===== src/rtl/reram_pkg.sv =====
// Shared constants and types for the ReRAM Wishbone arbiter slice.
package reram_pkg;

  localparam int unsigned WB_ADR_W = 32;
  localparam int unsigned WB_DAT_W = 32;
  localparam int unsigned WB_SEL_W = 4;

  localparam int unsigned DEFAULT_TIMEOUT_CYCLES = 255;

  typedef enum logic [1:0] {
    StIdle,
    StOwn0,
    StOwn1,
    StAbort
  } arb_state_e;

endpackage


===== src/rtl/reram_wb_arbiter_if.sv =====
// Classic Wishbone bus bundle; the master modport drives requests, the slave modport answers.
interface reram_wb_arbiter_if;
  import reram_pkg::*;

  logic                cyc;
  logic                stb;
  logic                we;
  logic [WB_SEL_W-1:0] sel;
  logic [WB_ADR_W-1:0] adr;
  logic [WB_DAT_W-1:0] dat_w;  // master to slave
  logic [WB_DAT_W-1:0] dat_r;  // slave to master
  logic                ack;
  logic                err;

  modport master (
    output cyc, stb, we, sel, adr, dat_w,
    input  dat_r, ack, err
  );

  modport slave (
    input  cyc, stb, we, sel, adr, dat_w,
    output dat_r, ack, err
  );

endinterface


===== src/rtl/reram_wb_watchdog.sv =====
// Per-strobe watchdog: counts unacknowledged strobe cycles and flags an abort at the threshold.
module reram_wb_watchdog #(
  parameter int unsigned TIMEOUT_CYCLES = 255
) (
  input  logic clk_i,
  input  logic rst_ni,
  input  logic stb_i,
  input  logic ack_i,
  input  logic irq_clr_i,
  output logic timeout_pulse_o,
  output logic irq_o
);

  logic [15:0] cnt_q, cnt_d;
  logic        irq_q, irq_d;

  // Threshold compare; an ack in the same cycle always wins over the timeout.
  always_comb begin
    timeout_pulse_o = stb_i && !ack_i && (cnt_q == 16'(TIMEOUT_CYCLES - 1));
    cnt_d           = cnt_q + 16'd1;
    if (!stb_i || ack_i || timeout_pulse_o) begin
      cnt_d = '0;
    end
    irq_d = irq_q;
    if (timeout_pulse_o) begin
      irq_d = 1'b1;
    end else if (irq_clr_i) begin
      irq_d = 1'b0;
    end
  end

  // Counter and sticky irq state, synchronous reset.
  always_ff @(posedge clk_i) begin
    if (!rst_ni) begin
      cnt_q <= '0;
      irq_q <= 1'b0;
    end else begin
      cnt_q <= cnt_d;
      irq_q <= irq_d;
    end
  end

  assign irq_o = irq_q;

endmodule


===== src/rtl/reram_wb_arbiter.sv =====
// Two-master round-robin Wishbone arbiter in front of the single ReRAM slave port.
module reram_wb_arbiter
  import reram_pkg::*;
#(
  parameter int unsigned TIMEOUT_CYCLES = DEFAULT_TIMEOUT_CYCLES
) (
  input  logic                wb_clk_i,
  input  logic                wb_rst_ni,
  reram_wb_arbiter_if.slave   m0,
  reram_wb_arbiter_if.slave   m1,
  reram_wb_arbiter_if.master  s,
  output logic [1:0]          grant_o,
  output logic                timeout_irq_o,
  input  logic                irq_clr_i
);

  arb_state_e  state_q;
  logic [1:0]  grant_q;
  logic        last_q;
  logic        timeout_pulse;

  reram_wb_watchdog #(
    .TIMEOUT_CYCLES (TIMEOUT_CYCLES)
  ) u_watchdog (
    .clk_i           (wb_clk_i),
    .rst_ni          (wb_rst_ni),
    .stb_i           (s.stb),
    .ack_i           (s.ack),
    .irq_clr_i       (irq_clr_i),
    .timeout_pulse_o (timeout_pulse),
    .irq_o           (timeout_irq_o)
  );

  // Bus muxes gated by the registered grant; grant is zero in idle and abort so the slave sees
  // nothing and stray acks are dropped. Returns are also masked while reset is asserted.
  always_comb begin
    s.cyc   = (grant_q[0] & m0.cyc) | (grant_q[1] & m1.cyc);
    s.stb   = (grant_q[0] & m0.stb) | (grant_q[1] & m1.stb);
    s.we    = (grant_q[0] & m0.we)  | (grant_q[1] & m1.we);
    s.sel   = ({WB_SEL_W{grant_q[0]}} & m0.sel) | ({WB_SEL_W{grant_q[1]}} & m1.sel);
    s.adr   = ({WB_ADR_W{grant_q[0]}} & m0.adr) | ({WB_ADR_W{grant_q[1]}} & m1.adr);
    s.dat_w = ({WB_DAT_W{grant_q[0]}} & m0.dat_w) | ({WB_DAT_W{grant_q[1]}} & m1.dat_w);

    m0.ack   = grant_q[0] & s.ack & wb_rst_ni;
    m1.ack   = grant_q[1] & s.ack & wb_rst_ni;
    m0.err   = grant_q[0] & timeout_pulse & wb_rst_ni;
    m1.err   = grant_q[1] & timeout_pulse & wb_rst_ni;
    m0.dat_r = (grant_q != 2'b00) ? s.dat_r : '0;
    m1.dat_r = (grant_q != 2'b00) ? s.dat_r : '0;
  end

  // Arbitration FSM; grant is held for the whole bus cycle and the loser of the last
  // ownership wins the next tie.
  always_ff @(posedge wb_clk_i) begin
    if (!wb_rst_ni) begin
      state_q <= StIdle;
      grant_q <= 2'b00;
      last_q  <= 1'b1;
    end else begin
      unique case (state_q)
        StIdle: begin
          if (m0.cyc && (!m1.cyc || last_q)) begin
            state_q <= StOwn0;
            grant_q <= 2'b01;
          end else if (m1.cyc) begin
            state_q <= StOwn1;
            grant_q <= 2'b10;
          end
        end
        StOwn0: begin
          if (timeout_pulse) begin
            state_q <= StAbort;
            grant_q <= 2'b00;
            last_q  <= 1'b0;
          end else if (!m0.cyc) begin
            state_q <= StIdle;
            grant_q <= 2'b00;
            last_q  <= 1'b0;
          end
        end
        StOwn1: begin
          if (timeout_pulse) begin
            state_q <= StAbort;
            grant_q <= 2'b00;
            last_q  <= 1'b1;
          end else if (!m1.cyc) begin
            state_q <= StIdle;
            grant_q <= 2'b00;
            last_q  <= 1'b1;
          end
        end
        StAbort: begin
          state_q <= StIdle;
          grant_q <= 2'b00;
        end
        default: begin
          state_q <= StIdle;
          grant_q <= 2'b00;
        end
      endcase
    end
  end

  assign grant_o = grant_q;

endmodule


===== src/flat_wrapper.sv =====
// flat-port wrapper written by rule: the top's interface ports become plain ports
module reram_wb_arbiter_flat import reram_pkg::*;
#(
  parameter int unsigned TIMEOUT_CYCLES = DEFAULT_TIMEOUT_CYCLES
)
  (wb_clk_i, wb_rst_ni, grant_o, timeout_irq_o, irq_clr_i, m0_cyc, m0_stb, m0_we, m0_sel, m0_adr, m0_dat_w, m0_dat_r, m0_ack, m0_err, m1_cyc, m1_stb, m1_we, m1_sel, m1_adr, m1_dat_w, m1_dat_r, m1_ack, m1_err, s_cyc, s_stb, s_we, s_sel, s_adr, s_dat_w, s_dat_r, s_ack, s_err);
  reram_wb_arbiter_if m0_i ();
  reram_wb_arbiter_if m1_i ();
  reram_wb_arbiter_if s_i ();
  input  logic wb_clk_i;
  input  logic wb_rst_ni;
  output logic [1:0] grant_o;
  output logic timeout_irq_o;
  input  logic irq_clr_i;
  input wire logic [$bits(m0_i.cyc)-1:0] m0_cyc;
  input wire logic [$bits(m0_i.stb)-1:0] m0_stb;
  input wire logic [$bits(m0_i.we)-1:0] m0_we;
  input wire logic [$bits(m0_i.sel)-1:0] m0_sel;
  input wire logic [$bits(m0_i.adr)-1:0] m0_adr;
  input wire logic [$bits(m0_i.dat_w)-1:0] m0_dat_w;
  output wire logic [$bits(m0_i.dat_r)-1:0] m0_dat_r;
  output wire logic [$bits(m0_i.ack)-1:0] m0_ack;
  output wire logic [$bits(m0_i.err)-1:0] m0_err;
  input wire logic [$bits(m1_i.cyc)-1:0] m1_cyc;
  input wire logic [$bits(m1_i.stb)-1:0] m1_stb;
  input wire logic [$bits(m1_i.we)-1:0] m1_we;
  input wire logic [$bits(m1_i.sel)-1:0] m1_sel;
  input wire logic [$bits(m1_i.adr)-1:0] m1_adr;
  input wire logic [$bits(m1_i.dat_w)-1:0] m1_dat_w;
  output wire logic [$bits(m1_i.dat_r)-1:0] m1_dat_r;
  output wire logic [$bits(m1_i.ack)-1:0] m1_ack;
  output wire logic [$bits(m1_i.err)-1:0] m1_err;
  output wire logic [$bits(s_i.cyc)-1:0] s_cyc;
  output wire logic [$bits(s_i.stb)-1:0] s_stb;
  output wire logic [$bits(s_i.we)-1:0] s_we;
  output wire logic [$bits(s_i.sel)-1:0] s_sel;
  output wire logic [$bits(s_i.adr)-1:0] s_adr;
  output wire logic [$bits(s_i.dat_w)-1:0] s_dat_w;
  input wire logic [$bits(s_i.dat_r)-1:0] s_dat_r;
  input wire logic [$bits(s_i.ack)-1:0] s_ack;
  input wire logic [$bits(s_i.err)-1:0] s_err;
  assign m0_i.cyc = m0_cyc;
  assign m0_i.stb = m0_stb;
  assign m0_i.we = m0_we;
  assign m0_i.sel = m0_sel;
  assign m0_i.adr = m0_adr;
  assign m0_i.dat_w = m0_dat_w;
  assign m0_dat_r = m0_i.dat_r;
  assign m0_ack = m0_i.ack;
  assign m0_err = m0_i.err;
  assign m1_i.cyc = m1_cyc;
  assign m1_i.stb = m1_stb;
  assign m1_i.we = m1_we;
  assign m1_i.sel = m1_sel;
  assign m1_i.adr = m1_adr;
  assign m1_i.dat_w = m1_dat_w;
  assign m1_dat_r = m1_i.dat_r;
  assign m1_ack = m1_i.ack;
  assign m1_err = m1_i.err;
  assign s_cyc = s_i.cyc;
  assign s_stb = s_i.stb;
  assign s_we = s_i.we;
  assign s_sel = s_i.sel;
  assign s_adr = s_i.adr;
  assign s_dat_w = s_i.dat_w;
  assign s_i.dat_r = s_dat_r;
  assign s_i.ack = s_ack;
  assign s_i.err = s_err;
  reram_wb_arbiter #(.TIMEOUT_CYCLES(TIMEOUT_CYCLES)) u_core (.wb_clk_i(wb_clk_i), .wb_rst_ni(wb_rst_ni), .m0(m0_i), .m1(m1_i), .s(s_i), .grant_o(grant_o), .timeout_irq_o(timeout_irq_o), .irq_clr_i(irq_clr_i));
endmodule

===== config.mk =====
export PLATFORM = sky130hd
export DESIGN_NAME = reram_wb_arbiter_flat
export DESIGN_NICKNAME = d
export VERILOG_FILES = /design/src/rtl/reram_pkg.sv /design/src/rtl/reram_wb_arbiter_if.sv /design/src/rtl/reram_wb_watchdog.sv /design/src/rtl/reram_wb_arbiter.sv /design/src/flat_wrapper.sv
export SDC_FILE = /design/constraint.sdc
export NUM_CORES = 1
export LEC_CHECK = 0
export CAP_MARGIN = 40
export CORE_AREA = 2 2 125 127
export CTS_CLUSTER_DIAMETER = 50
export DETAILED_ROUTE_END_ITERATION = 10
export DIE_AREA = 0 0 127 129
export GPL_TIMING_DRIVEN = 0
export HOLD_SLACK_MARGIN = 0.06
export PLACE_DENSITY = 0.56
export SYNTH_ARGS = -nofsm -noshare
export SYNTH_HDL_FRONTEND = slang
export SYNTH_HIERARCHICAL = 1
export SYNTH_SLANG_ARGS = --single-unit

===== constraint.sdc =====
create_clock -name wb_clk_i -period 2.5 [get_ports wb_clk_i]
set_input_delay 0.25 -clock wb_clk_i [delete_from_list [all_inputs] [get_ports wb_clk_i]]
set_output_delay 0.25 -clock wb_clk_i [all_outputs]
set_load 0.01 [all_outputs]

Yosys cells after proc, flatten, opt, wreduce, memory -nomap -nowiden

Index checks and enable logic that the tools add are counted.
Widths: inputs -> output; s select.

Register bits: 22
Bits of input ports: 179
Output and inout port bits: 142
Word-level logic and storage cells: 74

Add/sub/neg operators: 1
Equality and inequality tests: 7
Mux-type cells: 18
Bitwise operators: 27
Reductions and logical operators: 16

Operators with widths:

| cell                  | number |
|---|---|
| $and 32x32->32        | 4 |
| $or 32x32->32         | 2 |
| $mux 32               | 1 |
| $add 16x1->16 const B | 1 |
| $eq 16x8->1 const B   | 1 |
| $mux 2                | 8 |
| $pmux 2 s4            | 2 |
| $and 1x1->1           | 14 |
| $ne 3x2->1 const B    | 3 |
| $and 4x4->4           | 2 |
| $mux 1                | 6 |
| $reduce_and 3->1      | 2 |
| $reduce_bool 2->1     | 3 |
| $eq 2x2->1 const B    | 2 |
| $or 4x4->4            | 1 |
| $logic_and 1x1->1     | 3 |
| $logic_not 1->1       | 3 |
| $logic_or 1x1->1      | 3 |
| $or 1x1->1            | 3 |
| $eq 2x1->1 const B    | 1 |
| $logic_not 2->1       | 1 |
| $pmux 1 s2            | 1 |
| $reduce_or 2->1       | 1 |
| $not 1->1             | 1 |

Depth between registers and ports, before layout

Gate-level depths: netlist (run 1).

Depth in word-level cells: 6
Gate-level depth with buffers: 9
Mapped depth without buffers: 9

By module

The synthesis (run 1) kept the hierarchy.

By module, submodules not included:

| module            | instances | cells an instance | area an instance (µm²) | seq. area each (µm²) |
|---|---|---|---|---|
| reram_wb_arbiter  | 1         | 194               | 1490.2                 | 100.1 |
| reram_wb_watchdog | 1         | 86                | 798.3                  | 340.3 |

Worst setup path after synthesis (run 1)

OpenSTA, ideal clock, no wires.

Path type: reg2reg
Start point: register u_core.grant_q[0] (netlist: u_core/grant_o[0])
End point: register u_core.last_q
Library setup time: 0.122 ns
Arrival time: 1.939 ns
Data required time: 2.378 ns
Path slack: 0.439 ns
Stages on the path, launching flop included: 7
Buffers on the path: 1
Period minus slack after synthesis: 2.061 ns
Cell sequence: dfxtp_1 clkbuf_1 a22o_1 nor3b_1 or2_0 nand2_1 a221o_1

Word-level cells in the longest chain between the ends: 6
Elaborated cells between the ends (all ways): 10
Classes of those cells: eq/ne (2); mux (3); bitwise (2); reduce/logical (3)

Ends and longest elaborated chain:

| what                                                     | RTL line                | text |
|---|---|---|
| from (decl)                                              | reram_wb_arbiter.sv:18  | `logic [1:0] grant_q;` |
| from (signal assigned)                                   | reram_wb_arbiter.sv:57  | `grant_q <= 2'b00;` |
| from (signal assigned)                                   | reram_wb_arbiter.sv:64  | `grant_q <= 2'b01;` |
| from (signal assigned)                                   | reram_wb_arbiter.sv:67  | `grant_q <= 2'b10;` |
| $and 1x1->1 *                                            | reram_wb_arbiter.sv:38  | `s.stb = (grant_q[0] & m0.stb) \| (grant_q[1] & m1.stb);` |
| $or 1x1->1 *                                             | reram_wb_arbiter.sv:38  |  |
| named net s_stb                                          | flat_wrapper.sv:34      | `output wire logic [$bits(s_i.stb)-1:0] s_stb;` |
| $logic_and 1x1->1 * (2 in series)                        | reram_wb_watchdog.sv:19 | `timeout_pulse_o = stb_i && !ack_i && (cnt_q == 16'(TIMEOUT_CYCLES - 1));` |
| named net u_core.timeout_pulse                           | reram_wb_arbiter.sv:20  | `logic timeout_pulse;` |
| $ne 3x2->1 (no line) (tied with other cells)             | -                       |  |
| $reduce_and 3->1 (no line) or $pmux 1 s2 (tied branches) | -                       |  |
| to (signal assigned)                                     | reram_wb_arbiter.sv:58  | `last_q <= 1'b1;` |
| to (signal assigned)                                     | reram_wb_arbiter.sv:74  | `last_q <= 1'b0;` |
| to (signal assigned)                                     | reram_wb_arbiter.sv:78  | `last_q <= 1'b0;` |
| to (decl)                                                | reram_wb_arbiter.sv:19  | `logic last_q;` |

The timed path passes the listed nets; every way through them passes the cells marked *.
A chain may end at the register's enable or synchronous reset.

Worst setup path in the final report (run 1)

Start point: register u_core.u_watchdog.cnt_q[7]
End point: output port m1_err

Word-level cells in the longest chain between the ends: 4

Ends and longest elaborated chain:

| what                           | RTL line                | text |
|---|---|---|
| from (decl)                    | reram_wb_watchdog.sv:14 | `logic [15:0] cnt_q, cnt_d;` |
| from (signal assigned)         | reram_wb_watchdog.sv:38 | `cnt_q <= cnt_d;` |
| $eq 16x8->1                    | reram_wb_watchdog.sv:19 |  |
| $logic_and 1x1->1              | reram_wb_watchdog.sv:19 |  |
| named net u_core.timeout_pulse | reram_wb_arbiter.sv:20  |  |
| $and 1x1->1 (2 in series)      | reram_wb_arbiter.sv:47  | `m1.err = grant_q[1] & timeout_pulse & wb_rst_ni;` |
| to (decl)                      | flat_wrapper.sv:32      | `output wire logic [$bits(m1_i.err)-1:0] m1_err;` |

The timed path passes the listed nets, and every way through them passes these cells.

==> results.txt, run 1 <==
----------------------------------------------------
[Clock tree]
  Clk slew on worst S/H paths ... 0.06 ns
  Clock H-tree levels ... 1
  Clock tree sinks ... 22
  Clock latency reported for the late side of the worst-skew pair ... 0.26 ns
  Cell at the root of the clock tree ... sky130_fd_sc_hd__clkbuf_16
  CTS tree ... done
  CTS buffer count ... 3
  Number of buffers on the longest clock path ... 2

[Worst setup path]
  Buf/Inv on CP ... 3
  Cells along the critical path ... nor4bb_2 > nand4_1 > nor3b_2 > buf_4 > buf_4 > and3_1 > clkdlybuf4s15_1
  Startpoint type of the worst setup path ... flop
  Kind of cell with the highest combined delay on the critical path ... simple AND/OR/NAND/NOR gates
  Cell with the most instances on the worst path ... sky130_fd_sc_hd__buf_4
  Crit-path slowest cell ... sky130_fd_sc_hd__dfxtp_1
  Highest net fanout along the worst path ... 5
  Req. time, crit path ... 2.25 ns
  Worst path arrival time ... 2.12 ns
  Worst Setup Path Type ... reg2out
  Delay of the slowest critical-path stage ... 0.42 ns
  CP endpoint kind ... output port

[Synth]
  Post-synth ARST share ... 0
  Number of unique standard cell types used by synthesis ... 36
  Most area-consuming cells after synthesis ... sky130_fd_sc_hd__a22o_1, sky130_fd_sc_hd__dfxtp_1, sky130_fd_sc_hd__buf_4
  Syn_nets ... 465
  Register bit count reported by yosys ... 22
  Cell types with the highest counts after synthesis ... sky130_fd_sc_hd__a22o_1, sky130_fd_sc_hd__buf_4, sky130_fd_sc_hd__nor2b_1, sky130_fd_sc_hd__dfxtp_1, sky130_fd_sc_hd__nor2_1
  Sequential-to-total area share from yosys stat ... 0.192
  Predominant post-synthesis flop cell ... sky130_fd_sc_hd__dfxtp_1
  Post-Synthesis Cells ... 280
  Number of enable-type register cells in the synthesized netlist ... 0
  Library cell occupying the most area in the post-synthesis netlist ... sky130_fd_sc_hd__a22o_1
  Mapped Area ... 2290 sq um
  Syn Area/Cell ... 8.17 sq um
  Share of the synthesized area in the top cell type ... 0.272
  Count leader, synth ... sky130_fd_sc_hd__a22o_1
  Synth warn ... 6

[STA]
  Timing-limited maximum frequency ... 422 MHz
  Least-Margin Pin Slew ... 0.459 ns
  Shortest period the worst path allows ... 2.37 ns
  TNS Setup ... 0 ns
  Worst slew margin relative to its limit ... 0.694
  Endpoints failing hold ... 0
  Clk_skew ... 0.00484 ns
  Count of final max-slew check failures ... 0
  Count of final setup violators ... 0
  Setup repair after global routing missed its margin ... no
  Fraction of the cycle the final worst path needs ... 0.948
  Worst hold margin ... 0.485 ns

[Placed design]
  Half-perimeter wire length after placement ... 13600 um
  Final Wtd Congestion ... 0.849
  Port-buffer cells ... 319

[Routing]
  Wire length per cell ... 19.9 um
  Number of DRC markers in iteration 0 ... 114
  Drt drc ... 0
  Remaining antenna violation count ... 0
  Detailed Routing Iterations Pass 1 ... 4
  Total wire length after detailed routing ... 15800 um
  Via density ... 4.36
  Vias after detailed routing ... 3472

[Die]
  Cell Rows ... 45
  Starting Density ... 0.153
  Y dimension of the die ... 129 um
  Total I/O pin count ... 321
  Die width ... 127 um
  Core Footprint ... 15000 sq um
  Area of the die ... 16400 sq um

[Layout]
  Layout overhead on the synthesized area ... 157%
  Fraction of layout instances using a drive strength above 1 ... 0.119
  # nets final ... 793

[Power]
  Design Power ... 3.52 mW
  Worst vdd rail ir drop ... 0.000238 V
  Pwr per Cell Area ... 599 nW/um^2
  Leakage dissipation ... 2.22 nW

[Flow run]
  MaxCap Viol Count ... 0

[Global route]
  Global-route wire length before repair ... 22200 um
  Via count of the first global-routing pass ... 3538
  Remaining global-route overflow ... 0
  Maximum number of pins on one net before global-route repair ... 14
  Antenna violations before repair ... 1
  Total global-route track usage ... 0.179

[Hold path]
  Classification of the worst-slack hold path ... reg2reg

[Status]
  Outcome ... finished clean

----------------------------------------------------
## cell families (layout without fill, tap and decap cells)
logic type,after synthesis,count (layout),share of synthesized area
XOR/XNOR,14,14,0.0536
AO/OA/AOI/OAI,80,80,0.309
flip-flops,22,22,0.192
adder cells (fa/ha/maj),6,6,0.0328
buffers and inverters,59,386,0.162
AND/OR/NAND/NOR,98,98,0.246
multiplexers,1,1,0.00437
other,0,1,0
## placed cells by master (no fill, tap or decap), types with 2 or more instances in the layout
master                            count
sky130_fd_sc_hd__a211oi_1             2
sky130_fd_sc_hd__a22o_1              71
sky130_fd_sc_hd__and3_1               5
sky130_fd_sc_hd__buf_2               11
sky130_fd_sc_hd__buf_4               36
sky130_fd_sc_hd__buf_6                2
sky130_fd_sc_hd__clkbuf_1             2
sky130_fd_sc_hd__clkbuf_16            3
sky130_fd_sc_hd__clkbuf_2             7
sky130_fd_sc_hd__clkdlybuf4s50_1    317
sky130_fd_sc_hd__dfxtp_1             20
sky130_fd_sc_hd__dfxtp_2              2
sky130_fd_sc_hd__ha_1                 6
sky130_fd_sc_hd__inv_1                5
sky130_fd_sc_hd__nand2_1              8
sky130_fd_sc_hd__nand2b_1             2
sky130_fd_sc_hd__nand3_1              6
sky130_fd_sc_hd__nand3b_1             2
sky130_fd_sc_hd__nand4_1              7
sky130_fd_sc_hd__nor2_1              20
sky130_fd_sc_hd__nor2_2               3
sky130_fd_sc_hd__nor2b_1             32
sky130_fd_sc_hd__nor3_1               2
sky130_fd_sc_hd__nor4_1               5
sky130_fd_sc_hd__o21ai_0              2
sky130_fd_sc_hd__xnor2_1              9
sky130_fd_sc_hd__xor2_1               5
## sequential cells by signal, indices dropped and copies added (netlist names)
register and flops:
u_core/state_q 2, u_core/u_watchdog/cnt_q 16, u_core/last_q 1, u_core/grant_o 2
u_core/u_watchdog/irq_o 1
## worst paths after layout
kind	from	end	slack, ns	cells past startpoint
hold / removal	u_core/u_watchdog/cnt_q[0]	u_core/u_watchdog/cnt_q[0]	0.48	1
hold reg to reg	u_core/u_watchdog/cnt_q[0]	u_core/u_watchdog/cnt_q[0]	0.48	1
setup reg to reg	u_core/u_watchdog/cnt_q[7]	u_core/last_q	0.36	8
setup / recovery	u_core/u_watchdog/cnt_q[7]	m1_err	0.13	7
## metal layers
metal / GRT usage / part of all wire / up-vias
met5: 0 / 0 / -
met4: 0.0207 / 0.011 / 0
met3: 0.0786 / 0.11 / 10
met2: 0.314 / 0.49 / 175
met1: 0.210 / 0.39 / 1631
li1: - / - / 1656
## what timing repair did
action,CTS,global route
setup endpoints to repair,2,27
pin swaps,2,2
buffers inserted,2,1
gates resized for setup,8,13
hold buffers,0,0
## cell type report
type | instances | area [sq um]
Fill cell | 1543 | 9100
Inverter | 5 | 18.8
Timing Repair Buffer | 323 | 3220
Buffer | 54 | 359
Tap cell | 188 | 235
Antenna cell | 1 | 2.50
Sequential cell | 22 | 443
Clock inverter | 1 | 30.0
Multi-Input combinational cell | 199 | 1500
Clock buffer | 3 | 75.1
## power breakdown
part / switching (mW) / internal, mW / total, mW
clock: 0.132 / 0.318 / 0.450
combinational: 1.15 / 1.53 / 2.67
sequential: 0.0220 / 0.375 / 0.397
## stage by stage
| step | worst slack [ns] | instances | util | area [sq um] |
|---|---|---|---|---|
| 3_5_place_dp | -0.264 | 788 | 0.382 | 5720 |
| 6_report | 0.131 | 796 | 0.392 | 5880 |
| 3_3_place_gp | -0.632 | 787 | 0.382 | 5720 |
| 4_1_cts | 0.0189 | 794 | 0.391 | 5860 |
| 5_1_grt | 0.00940 | 795 | 0.392 | 5870 |
| 2_1_floorplan | 0.439 | 280 | - | 2290 |
Note: power is estimated with default switching activity, not from simulation.
==> run 2, diff against run 1 <==
--- a/config.mk
+++ b/config.mk
@@ -5,14 +5,14 @@
 export SDC_FILE = /design/constraint.sdc
 export NUM_CORES = 1
 export LEC_CHECK = 0
-export CAP_MARGIN = 40
 export CORE_AREA = 2 2 125 127
 export CTS_CLUSTER_DIAMETER = 50
 export DETAILED_ROUTE_END_ITERATION = 10
 export DIE_AREA = 0 0 127 129
+export DONT_BUFFER_PORTS = 1
 export GPL_TIMING_DRIVEN = 0
 export HOLD_SLACK_MARGIN = 0.06
-export PLACE_DENSITY = 0.56
+export PLACE_DENSITY = 0.3
 export SYNTH_ARGS = -nofsm -noshare
 export SYNTH_HDL_FRONTEND = slang
 export SYNTH_HIERARCHICAL = 1
==> results.txt, run 2 (synthesized netlist as in run 1, its figures left out) <==
----------------------------------------------------
[Clock tree]
  CTS buffer count ... 3
  CTS tree ... done
  Clock latency reported for the late side of the worst-skew pair ... 0.26 ns
  Number of buffers inserted to repair setup after CTS ... 0
  Clock tree sinks ... 22
  Cell at the root of the clock tree ... sky130_fd_sc_hd__clkbuf_16
  Number of buffers on the longest clock path ... 2
  Clk slew on worst S/H paths ... 0.06 ns
  Clock H-tree levels ... 1

[Worst setup path]
  CP endpoint kind ... output port
  Worst Setup Path Type ... reg2out
  Startpoint type of the worst setup path ... flop
  Req. time, crit path ... 2.25 ns
  Highest net fanout along the worst path ... 6
  Worst path arrival time ... 2.13 ns
  Slack of the worst reg-to-reg path ... 0.25 ns

[Layout]
  Max FFs per register ... 16
  Commonest cells after routing, fill and taps aside ... sky130_fd_sc_hd__a22o_1, sky130_fd_sc_hd__nor2b_1, sky130_fd_sc_hd__buf_4, sky130_fd_sc_hd__dfxtp_1, sky130_fd_sc_hd__nor2_1
  Layout overhead on the synthesized area ... 15.5%
  Reg with most FFs ... u_core/u_watchdog/cnt_q
  # nets final ... 470
  Fraction of layout instances using a drive strength above 1 ... 0.208
  Most frequent standard cell in the layout excluding fill and tap cells ... sky130_fd_sc_hd__a22o_1
  Core utilization of the finished layout ... 0.177
  Area of all placed cells without fillers ... 2640 sq um

[Placed design]
  Port-buffer cells ... 0
  Total cell area at the placement stage ... 2520 sq um
  Final Wtd Congestion ... 0.969
  Half-perimeter wire length after placement ... 13100 um

[Global route]
  Maximum number of pins on one net before global-route repair ... 13
  Total global-route track usage ... 0.166
  Antenna violations before repair ... 8
  Remaining global-route overflow ... 0
  Global-route wire length before repair ... 18800 um
  Via count of the first global-routing pass ... 2273

[STA]
  Least-Margin Pin Slew ... 0.611 ns
  Endpoints failing hold ... 0
  Count of final max-slew check failures ... 0
  Clk_skew ... 0.00300 ns
  Shortest period the worst path allows ... 2.38 ns
  Count of final setup violators ... 0
  Worst hold margin ... 0.140 ns
  Worst slew margin relative to its limit ... 0.591
  Setup repair after global routing missed its margin ... no
  Timing-limited maximum frequency ... 420 MHz
  TNS Setup ... 0 ns
  Fraction of the cycle the final worst path needs ... 0.952

[Die]
  Area of the die ... 16400 sq um
  Starting Density ... 0.153
  Die width ... 127 um
  Total I/O pin count ... 321
  Core Footprint ... 15000 sq um
  Cell Rows ... 45
  Y dimension of the die ... 129 um

[Status]
  Outcome ... finished clean

[Routing]
  Vias after detailed routing ... 2321
  Wire length per cell ... 30.8 um
  Number of DRC markers in iteration 0 ... 138
  Total wire length after detailed routing ... 14800 um
  Remaining antenna violation count ... 0
  Via density ... 4.85
  Drt drc ... 0
  Detailed Routing Iterations Pass 1 ... 4

[Power]
  Pwr per Cell Area ... 870 nW/um^2
  Leakage dissipation ... 0.996 nW
  Worst vdd rail ir drop ... 0.000218 V

[Hold path]
  Classification of the worst-slack hold path ... in2reg

[Flow run]
  MaxCap Viol Count ... 0

----------------------------------------------------
[run 2: what timing repair did]
action                     CTS  global route
pin swaps                    0             0
gates resized for setup      3             1
setup endpoints to repair    7             2
hold buffers                 0             0
[run 2: final timing paths]
check,cells past startpoint,start,to
hold / removal,2,wb_rst_ni,u_core/u_watchdog/irq_o
setup / recovery,5,u_core/u_watchdog/cnt_q[1],m0_err
setup reg to reg,7,u_core/u_watchdog/cnt_q[1],u_core/state_q[1]
hold reg to reg,1,u_core/last_q,u_core/last_q
[run 2: final cells by class]
type,count,area [sq um]
tap,188,235
antenna,7,17.5
buffer,54,354
clock buffer,4,88.8
inverter,5,18.8
sequential,22,440
fill,1705,12300
multi-input combinational,199,1490
[run 2: where the power goes]
part	leakage [nW]	total, mW	internal (mW)	switching (mW)
registers	0.178	0.402	0.374	0.0272
logic	0.773	1.52	0.483	1.04
clock network	0.0442	0.379	0.244	0.135
[run 2: through the flow]
stage	instances	setup WS (ns)	total power [mW]
6_report	479	0.119	2.30
3_5_place_dp	468	-0.351	1.91
3_3_place_gp	468	-0.339	1.91
2_1_floorplan	280	0.439	1.50
5_1_grt	476	0.0392	2.41
4_1_cts	472	0.00329	2.31
[run 2: worst max-delay path, stage by stage (launching register included)]
cell                      delay, ns
sky130_fd_sc_hd__dfxtp_1       0.44
sky130_fd_sc_hd__ha_1          0.18
sky130_fd_sc_hd__nor4b_1       0.27
sky130_fd_sc_hd__nand4_1       0.29
sky130_fd_sc_hd__nor3b_4       0.40
sky130_fd_sc_hd__and3_1        0.29
[run 2: per-layer routing]
| metal | GRT usage | share of wire | up-vias |
|---|---|---|---|
| met5 | 0 | 0.00088 | - |
| met4 | 0.0291 | 0.0060 | 2 |
| met3 | 0.119 | 0.16 | 12 |
| met2 | 0.246 | 0.42 | 177 |
| met1 | 0.197 | 0.41 | 1117 |
| li1 | - | - | 1013 |
==> run 3, diff against run 2 <==
--- a/config.mk
+++ b/config.mk
@@ -13,6 +13,7 @@
 export GPL_TIMING_DRIVEN = 0
 export HOLD_SLACK_MARGIN = 0.06
 export PLACE_DENSITY = 0.3
+export RECOVER_POWER = 100
 export SYNTH_ARGS = -nofsm -noshare
 export SYNTH_HDL_FRONTEND = slang
 export SYNTH_HIERARCHICAL = 1
==> results.txt, run 3 (synthesized netlist as in run 1, its figures left out) <==
----------------------------------------------------
[Clock tree]
  Clock tree sinks ... 22
  CTS tree ... done
  Cell at the root of the clock tree ... sky130_fd_sc_hd__clkbuf_16
  Number of buffers on the longest clock path ... 2
  Clock latency reported for the late side of the worst-skew pair ... 0.26 ns
  Clock H-tree levels ... 1
  CTS buffer count ... 3
  Clk slew on worst S/H paths ... 0.06 ns

[Power]
  Net switching component of the power ... 1.19 mW
  Clk pwr share ... 0.173
  Leakage dissipation ... 0.830 nW
  Design Power ... 2.19 mW
  Pwr per Cell Area ... 879 nW/um^2
  Combinational group share of total power ... 0.643
  Share of power burned in registers ... 0.184
  Int Power ... 0.999 mW
  Sw Ratio ... 0.544
  Worst vdd rail ir drop ... 0.000218 V

[STA]
  Timing-limited maximum frequency ... 425 MHz
  Count of final setup violators ... 0
  Slack of the critical path ... 0.149 ns
  Worst slew margin relative to its limit ... 0.566
  Endpoints failing hold ... 0
  Setup repair after global routing missed its margin ... no
  Fraction of the cycle the final worst path needs ... 0.941
  Count of final max-slew check failures ... 0
  Least-Margin Pin Slew ... 0.651 ns
  Clk_skew ... 0.00309 ns
  Shortest period the worst path allows ... 2.35 ns

[Layout]
  Sequential cell area ... 440 sq um
  Reg with most FFs ... u_core/u_watchdog/cnt_q
  Number of fill cells in the layout ... 1743
  Commonest cells after routing, fill and taps aside ... sky130_fd_sc_hd__a22o_1, sky130_fd_sc_hd__clkbuf_1, sky130_fd_sc_hd__nor2b_1, sky130_fd_sc_hd__dfxtp_1, sky130_fd_sc_hd__nor2_1
  Fraction of layout instances using a drive strength above 1 ... 0.0704
  Layout overhead on the synthesized area ... 8.86%
  Multi-input gate area ... 1480 sq um
  Max FFs per register ... 16
  Most frequent standard cell in the layout excluding fill and tap cells ... sky130_fd_sc_hd__a22o_1
  # nets final ... 470

[Flow run]
  MaxCap Viol Count ... 0

[Worst setup path]
  CP endpoint kind ... output port
  Number of cells on the worst reg-to-reg path ... 7
  Req. time, crit path ... 2.25 ns
  Launch instance of the worst register-to-register path ... u_core/u_watchdog/cnt_q[1]
  Buf/Inv on CP ... 2
  Worst Setup Path Type ... reg2out
  Crit-path slowest cell ... sky130_fd_sc_hd__clkbuf_1
  Endpoint of the worst-slack reg-to-reg timing path ... u_core/state_q[1]
  Worst path arrival time ... 2.10 ns
  Number of cells on the critical path ... 3
  Cell with the most instances on the worst path ... sky130_fd_sc_hd__clkbuf_1
  Slack of the worst reg-to-reg path ... 0.19 ns
  Cells along the critical path ... clkbuf_1 > clkbuf_1 > a22o_1
  Startpoint type of the worst setup path ... flop
  Highest net fanout along the worst path ... 10
  Delay of the slowest critical-path stage ... 0.54 ns
  Kind of cell with the highest combined delay on the critical path ... buffers and inverters

[Die]
  Die width ... 127 um
  Total I/O pin count ... 321
  Starting Density ... 0.153
  Area of the die ... 16400 sq um
  Y dimension of the die ... 129 um
  Cell Rows ... 45
  Core Footprint ... 15000 sq um

[Hold path]
  Classification of the worst-slack hold path ... in2reg
  Hold Startpoint ... wb_rst_ni
  Hold-critical path endpoint ... u_core/u_watchdog/irq_o
  Cell depth of the worst min-delay path ... 2

[Placed design]
  Final Wtd Congestion ... 0.969
  Worst slack after detailed placement ... -0.351 ns
  Half-perimeter wire length after placement ... 13100 um
  Port-buffer cells ... 0

[Routing]
  Total wire length after detailed routing ... 14800 um
  Via density ... 4.89
  Drt drc ... 0
  Number of DRC markers in iteration 0 ... 155
  Wire length per cell ... 30.8 um
  Vias after detailed routing ... 2340
  Remaining antenna violation count ... 0
  Detailed Routing Iterations Pass 1 ... 4

[Global route]
  Global-route wire length before repair ... 18800 um
  Maximum number of pins on one net before global-route repair ... 13
  Total global-route track usage ... 0.166
  Via count of the first global-routing pass ... 2273
  Remaining global-route overflow ... 0
  Antenna violations before repair ... 8

[Status]
  Outcome ... finished clean

----------------------------------------------------
==> run 3: cell count changes in the layout (fill, tap and decap cells not counted), sizes merged <==
cell	before	now
buf	46	5
clkbuf	12	53
==> run 3: area by class of cell <==
| cell class | count | area share |
|---|---|---|
| multi-input combinational | 199 | 0.593 |
| clock buffer | 4 | 0.0357 |
| antenna | 7 | 0.00703 |
| sequential | 22 | 0.177 |
| tap | 188 | 0.0944 |
| inverter | 5 | 0.00753 |
| buffer | 54 | 0.0854 |
==> run 3: metal layers <==
| metal | wire, um | track usage | up-vias |
|---|---|---|---|
| met5 | 13 | 0 | - |
| met2 | 6170 | 0.246 | 176 |
| li1 | - | - | 1015 |
| met3 | 2340 | 0.119 | 16 |
| met4 | 140 | 0.0291 | 2 |
| met1 | 6100 | 0.197 | 1131 |
==> run 3: power by group through the flow <==
stage / combinational, mW / clock [mW] / sequential, mW
3_3_place_gp: 1.51 / 0 / 0.409
6_report: 1.41 / 0.379 / 0.402
5_1_grt: 1.49 / 0.400 / 0.406
3_5_place_dp: 1.50 / 0 / 0.409
4_1_cts: 1.52 / 0.388 / 0.402
2_1_floorplan: 1.10 / 0 / 0.401
==> run 3: through the flow <==
stage,instances,instance area (sq um),hold slack (ns),utilization,setup TNS [ns]
after floorplan,280,2290,0.389,-,0
after global placement,468,2520,0.399,0.169,-1.77
after detailed placement,468,2520,0.410,0.169,-1.88
after CTS,472,2620,0.137,0.175,0
after global routing,476,2480,0.161,0.166,0
final,479,2490,0.140,0.166,0
==> run 3: repair_timing <==
| item | CTS | global route |
|---|---|---|
| hold buffers | 0 | 0 |
| hold endpoints to repair | 0 | 0 |
| buffers inserted | 0 | 0 |
| setup endpoints to repair | 7 | 2 |
| gates cloned | 0 | 0 |
| gates resized for setup | 3 | 1 |
==> run 3: worst max path at each step <==
stage / start / endpoint / slack (ns)
6_report: u_core/grant_o[1] / s_adr[9] / 0.15
5_1_grt: u_core/u_watchdog/cnt_q[1] / u_core/state_q[1] / 0.04
3_3_place_gp: u_core/grant_o[1] / u_core/last_q / -0.34
3_5_place_dp: u_core/grant_o[1] / u_core/last_q / -0.35
2_1_floorplan: u_core/grant_o[0] / u_core/last_q / 0.44
4_1_cts: u_core/grant_o[1] / m0_err / 0.003
==> run 3: worst register-to-register path: cells and delay by family, from the launching register on <==
family / cells / cell delay (ns)
DFF: 1 / 0.44
and+or+nand+nor: 4 / 1.01
AOI/OAI and AO/OA: 2 / 0.58
adders and majority gates: 1 / 0.18
